<file path="src/rtl/cycle_counter.sv">
// Iteration counter for the mult-div unit: one start-to-done session at a time,
// counting up to or down from a captured limit, with an optional free-running wrap mode.
module cycle_counter #(
    parameter int WIDTH = 6
) (
    input  logic             clk,
    input  logic             clr,
    input  logic             start,
    input  logic             abort,
    input  logic             ena,
    input  logic [WIDTH-1:0] limit,
    input  logic             mode_down,
    input  logic             wrap,
    output logic [WIDTH-1:0] out,
    output logic             busy,
    output logic             tc,
    output logic             done
);

    typedef enum logic [1:0] {
        IDLE = 2'd0,
        RUN  = 2'd1,
        DONE = 2'd2
    } state_t;

    localparam logic [WIDTH-1:0] ONE = WIDTH'(1);

    state_t           state;
    logic [WIDTH-1:0] lim_q;
    logic             dir_q;
    logic [WIDTH-1:0] term;
    logic [WIDTH-1:0] init;

    // The step never crosses term, so the modulo wrap of +/-1 is never exercised in use.
    function automatic logic [WIDTH-1:0] next_count(input logic [WIDTH-1:0] cur,
                                                    input logic             down);
        next_count = down ? (cur - ONE) : (cur + ONE);
    endfunction

    assign term = dir_q ? '0 : lim_q;
    assign init = dir_q ? lim_q : '0;

    assign busy = (state == RUN);
    assign done = (state == DONE);
    assign tc   = busy && (out == term);

    always_ff @(posedge clk or posedge clr) begin
        if (clr) begin
            state <= IDLE;
            out   <= '0;
            lim_q <= '0;
            dir_q <= 1'b0;
        end else if (abort) begin
            state <= IDLE;
        end else if (start) begin
            // init must come from the live inputs: lim_q/dir_q update on this same edge.
            lim_q <= limit;
            dir_q <= mode_down;
            out   <= mode_down ? limit : '0;
            state <= RUN;
        end else begin
            case (state)
                RUN: begin
                    if (ena) begin
                        if (out == term) begin
                            if (wrap) begin
                                out <= init;
                            end else begin
                                state <= DONE;
                            end
                        end else begin
                            out <= next_count(out, dir_q);
                        end
                    end
                end
                DONE:    state <= IDLE;
                IDLE:    state <= IDLE;
                default: state <= IDLE;
            endcase
        end
    end

endmodule

</file>
<file path="config.mk">
export PLATFORM = sky130hd
export DESIGN_NAME = cycle_counter
export DESIGN_NICKNAME = d
export VERILOG_FILES = /design/src/rtl/cycle_counter.sv
export SDC_FILE = /design/constraint.sdc
export NUM_CORES = 1
export LEC_CHECK = 0
export ABC_AREA = 0
export BUFFER_PORTS_ARGS = -buffer_cell sky130_fd_sc_hd__buf_4
export CAP_MARGIN = 20
export CORE_AREA = 2 2 48 50
export DETAILED_ROUTE_END_ITERATION = 16
export DIE_AREA = 0 0 50 52
export PLACE_DENSITY = 0.8
export RECOVER_POWER = 25
export SYNTH_ARGS = -nofsm -noshare
export SYNTH_HDL_FRONTEND = slang
export SYNTH_SLANG_ARGS = --single-unit
export TNS_END_PERCENT = 1
</file>
<file path="constraint.sdc">
create_clock -name clk -period 6.6 [get_ports clk]
set_input_delay 0.66 -clock clk [delete_from_list [all_inputs] [get_ports clk]]
set_output_delay 0.66 -clock clk [all_outputs]
set_load 0.005 [all_outputs]
</file>
-- Word level (Yosys, flattened, before mapping)
Index checks and enable logic that the tools add are counted.
- register bits: 15
- word-level logic and storage cells: 35
- output and inout bits: 9
- bits of input ports: 13
- muxes and demuxes: 15
- bitwise gates (word level): 1
- equality and inequality tests: 7
- $add $sub $neg: 2
- reductions and logical operators: 6
- operators with widths (operator ; count):
    $mux W6 ; 9
    $mux W2 ; 6
    $ne A4 B4 Y1 const B ; 2
    $add A6 B1 Y6 const B ; 1
    $eq A6 B6 Y1 ; 1
    $sub A6 B1 Y6 const B ; 1
    $ne A4 B3 Y1 const B ; 1
    $reduce_and A4 Y1 ; 1
    $reduce_bool A2 Y1 ; 2
    $ne A3 B3 Y1 const B ; 1
    $reduce_and A3 Y1 ; 1
    $eq A2 B1 Y1 const B ; 1
    $eq A2 B2 Y1 const B ; 1
    $reduce_and A2 Y1 ; 1
    $logic_and A1 B1 Y1 ; 1
    $not A1 Y1 ; 1

-- Longest topological paths before layout
- depth in word-level cells: 7
- depth in mapped cells: 9
- depth with buffers taken out: 8

-- Worst setup path before layout
OpenSTA, ideal clock, no wires.
- kind: reg2reg
- from: register dir_q
- to: register out[5]
- period minus slack after synthesis: 2.070 ns
- buffers on the path: 0
- cell stages (with the launch flop): 8
- data required time: 6.524 ns
- setup time: 0.076 ns
- arrival: 1.993 ns
- slack: 4.530 ns
- cell sequence: dfrtp_1 > ha_1 > o21ai_0 > or4b_1 > a311o_1 > a22oi_1 > a311oi_1 > o21ai_1
- word-level cells in the longest chain between the ends: 6
- elaborated cells on any way between the ends: 11
- those cells by class: eq/ne (2); mux (8); reduce/logical (1)
- ends and longest elaborated chain (item ; line ; RTL):
    start: declaration ; 30 ; logic dir_q;
    start signal: assignment ; 58 ; dir_q <= mode_down;
    $mux W6, on equally long branches ; 40, 41 ;
    $eq A6 B6 Y1 / $mux W6 (equally long branches) ; 65, 66 ;
    $mux W6 ; 65 ; if (out == term) begin
    $mux W6 ; 64 ; if (ena) begin
    $mux W6 ; 62 ; case (state)
    $mux W6 ; 55 ; end else if (start) begin
    end signal: assignment ; 59 ; out <= mode_down ? limit : '0;
    end signal: assignment ; 67 ; out <= init;
    end signal: assignment ; 72 ; out <= next_count(out, dir_q);
    end: declaration ; 14 ; output logic [WIDTH-1:0] out,
Several ways; a longest one is shown, not always the timed one. The select of a mux whose other input is x is not followed.
A chain may end at the register's enable or synchronous reset.

-- Worst setup path in the final report
- from: register dir_q
- to: output tc
- word-level cells in the longest chain between the ends: 3
- ends and longest elaborated chain (item ; line ; RTL):
    $mux W6 ; 40 ; assign term = dir_q ? '0 : lim_q;
    $eq A6 B6 Y1 ; 45 ; assign tc = busy && (out == term);
    $logic_and A1 B1 Y1 ; 45 ;
    end: declaration ; 16 ; output logic tc,
No other way between the ends.

==> results.md <==
- The root buffer cell chosen for the clock tree is clkbuf_4.
- Of all nets on the critical path, the largest fanout is 18.
- The distinct cell type count of the synthesized netlist is 45.
- Entering global routing, the biggest net connects 19 pins.
- In this run the count of I/O pins placed on the die edge is 22.
- The clock period minus final worst setup slack is roughly 2.8 ns.
- Counting the fill cells in the layout gives roughly 180.
- In this run the standard cell core region covers between 0.002 and 0.0025 mm2.
- The area fraction of the dominant cell type after synthesis is 31.95%.
- The clock arrives with slightly above 0.001 ns of skew.
- Setup violations remaining at the end of the flow were counted as 0.
- The critical path starts at dir_q.
- The TritonCTS buffer count is 3.
- The leakage power figure is between 0.6 and 0.7 nW.
- Yosys printed 0 warnings.
- The setup check on the worst reg-to-reg path leaves a slack of roughly 4 ns.
- The max-slew violation count was 0.
- The clock network burns between 10% and 20% of the power.
- The overall routed net length is 2.937 mm.
- The cell type group with the largest total delay on the critical path is flip-flops.
- In the post-synthesis netlist, the biggest area contributors are dfrtp_1, ha_1, mux2_2, nand2_1, a21oi_1.
- The final HPWL from detailed placement is around 2.3 mm.
- The type of the worst setup path is reg2out.
- In this run the critical register-to-register path is captured at out[5].
- At the pin with the least slew margin, the transition time is approximately 0.75 ns.
- The worst hold-check slack is a little over 0.4 ns.
- The number of storage elements in the synthesis netlist is 15.
- The number of cells on the worst reg-to-reg path is 7.
- Relative to the synthesized area, the layout overhead comes to 17.89%.
- The clock-pin slew on the worst setup and hold paths is 0.10 ns.
- The number of global-route vias before repair is roughly 1100.
- The total number of vias is around 1100.
- For this run the aggregate overflow at the end of global routing stands at 0.
- Synthesis produced a netlist whose cell count is around 130.
- The total track usage is between 20% and 30%.
- The headroom to the max-slew limit is between 40% and 50%.
- The hold violation count in the final report was 0.
- The most frequent standard cell in the layout excluding fill and tap cells is buf_4.
- The full die area is around 0.0026 mm2.
- The number of hold buffers added after CTS is 0.
- Dividing the detail-routed via count by the number of cells gives slightly above 6.
- Clock tree synthesis found a total of 15 sinks.
- Of the available clock period, the critical path in the final layout requires 42.45%.
- In this run, synthesis inferred 0 flip-flops with an integrated enable.
- Setup repair after global routing left no endpoint under its margin.
- The number of nets in the synthesized netlist is roughly 150.
- The arrival time of data at the critical path endpoint is ~2.1 ns.
- No sink is reached through more buffers than the 2 on the longest clock path.
- The share of flip-flops with an asynchronous set or reset is 100.0%.
- The sequential cell fraction of total power is 34.0%.
- TritonCTS built the clock tree.
- The die height is about 52 um.
- The required time at the worst-slack endpoint is a little under 6 ns.
- The cell type with the largest total area after synthesis is dfrtp_1.
- The run finished with clean final reports.
- The fraction of final layout cells sized beyond drive strength 1 is ~26%.
- Clock latency on the worst-skew pair, taken at its later pin, is about 0.30 ns.
- The floorplan step set the die width to approximately 50 um.
- The number of buffer and inverter stages on the critical path is 1.
- The tool flagged a number of max-cap violations equal to 0.
- The routed length per instance is 16.32 um.
- The maximum cell stage delay along the critical path is about 0.7 ns.
- For this run, the post-layout net count is around 170.
- The power density normalized to cell area is slightly above 300 mW/mm2.
- The total negative slack for setup checks is 0 ns.
- In this run the remaining antenna-violating nets after routing total 0.
- The first global-routing pass estimated 5.071 mm of wire.
- The worst register-to-register path begins at dir_q.
- Counting tap cells, the placed design contains a total of 176 instances.
- The reported net switching power is roughly 0.18 mW.
- 0 antenna diodes ended up in the layout.
- The fraction of the yosys area taken by sequential cells is roughly a third.
- The most used flip-flop cell after synthesis is dfrtp_1.
- The kind of end point of the critical path is a primary output.
- Once the clock tree was built, the setup fixing pass inserted 0 buffers.
- The switching share of power is 42.72%.
- The post-synthesis average cell area is between 9 and 10 um2.
- In this run, the number of DRC markers left after iteration 0 of detailed routing was 50.
- The initial antenna violation count was 0.
- The worst setup path is launched from a flop.
- The combinational fraction of design power is ~53%.
- In this run the number of H-tree levels came out at 1.
- The standard cell with the maximum stage delay on the critical path is dfrtp_1.
- The summed instance area of the synthesized netlist is about 0.0012 mm2.
- In the layout the commonest cells are buf_4, dfrtp_1, nand2_1.
- The peak clock frequency supported by timing is 0.3569 GHz.
- The quantity of I/O buffers inserted on ports is 21.
- The worst-case IR drop observed on VDD is 0.1787 mV.
- The initialized floorplan defines 17 standard-cell rows.
- The critical path goes through nor2_1, a221oi_2, and4_1, and3_1, buf_4.
- For this configuration, the core starts out at a cell density of about 56%.
- Cell internal power was estimated by the tool at 0.2438 mW.
- The number of resized instances in the post-cts repair step is 0.
- The post-route DRC violation count is 0.
- Before antenna repair, the detailed router went through 4 iterations.
- The filler-free cell count of the finished design is between 150 and 200.
- The worst min-delay path class is in2async.
- The routability congestion estimate from global placement is 0.9403.
## power groups by stage
| stage | clock [mW] | combinational, mW | sequential [mW] |
|---|---|---|---|
| 2_1_floorplan | 0 | 0.164 | 0.137 |
| 3_5_place_dp | 0 | 0.221 | 0.147 |
| 4_1_cts | 0.0582 | 0.222 | 0.145 |
| 3_3_place_gp | 0 | 0.214 | 0.145 |
| 5_1_grt | 0.0623 | 0.244 | 0.151 |
| 6_report | 0.0572 | 0.224 | 0.145 |
## synth_stat cells (2+ instances only)
library cell / n
dfrtp_1: 15
nand2_1: 11
inv_1: 9
a21oi_1: 8
o21ai_0: 8
nor2_1: 7
ha_1: 4
mux2_2: 4
nor2b_1: 4
o21ai_1: 4
o31ai_1: 4
xnor2_1: 4
a211oi_1: 3
nand3_1: 3
nor3_1: 3
a21o_1: 2
a311oi_1: 2
a31oi_1: 2
and2b_1: 2
and3_1: 2
buf_2: 2
nor3b_1: 2
nor4_1: 2
## cell families after synthesis
group / after synthesis / share of synthesized area (%)
muxes: 5 / 5.111
and+or+nand+nor: 45 / 22.58
AOI/OAI and AO/OA: 41 / 25.67
buffers and inverters: 13 / 4.366
DFF: 15 / 31.95
adders and majority gates: 5 / 5.964
xor gates and xnor gates: 5 / 4.366
## cell type report
class | instances | area (um2) | share of cell area, %
Clock buffer | 3 | 22.52 | 1.626
Multi-Input combinational cell | 101 | 748.2 | 54.02
Inverter | 11 | 41.29 | 2.981
Clock inverter | 1 | 5.005 | 0.3613
Tap cell | 28 | 35.03 | 2.529
Sequential cell | 15 | 375.4 | 27.10
Timing Repair Buffer | 21 | 157.7 | 11.38
## metal layers
layer / GRT usage (%) / vias up / wire [um] / share of wire, %
met5: 0 / - / 0 / 0
met4: 15.74 / 0 / 116 / 3.9
met3: 4.310 / 15 / 192 / 6.5
met2: 46.93 / 46 / 1479 / 50
met1: 29.89 / 530 / 1148 / 39
li1: - / 528 / - / -
## how the worst max path moves through the flow
| stage | depth (start not counted) | endpoint | slack [ns] |
|---|---|---|---|
| 6_report | 5 | tc | 3.80 |
| 5_1_grt | 5 | tc | 3.69 |
| 4_1_cts | 5 | tc | 3.81 |
| 3_5_place_dp | 7 | out[5] | 4.09 |
| 3_3_place_gp | 7 | out[5] | 4.17 |
| 2_1_floorplan | 7 | out[5] | 4.53 |
## per-stage QoR
step / power (mW) / util, % / setup slack, ns / area, um2
after CTS: 0.4254 / 65.78 / 3.808 / 1385
after detailed placement: 0.3681 / 64.47 / 4.093 / 1358
after global routing: 0.4563 / 65.78 / 3.687 / 1385
after floorplan: 0.3009 / - / 4.530 / 1175
after global placement: 0.3588 / 64.47 / 4.174 / 1358
final: 0.4256 / 65.78 / 3.798 / 1385
## state kept, by name, summed over array words and instances, names as in the netlist
signal  cells
dir_q       1
lim_q       6
out         6
state       2
## worst reg2reg max path, delay by kind of cell (launching register included)
kind	cells	cell delay, ns
AOI/OAI and AO/OA	5	0.87
adders and majority gates	1	0.33
DFF	1	0.70
and+or+nand+nor	1	0.56
No activity file was read; power rests on OpenSTA's default activity.
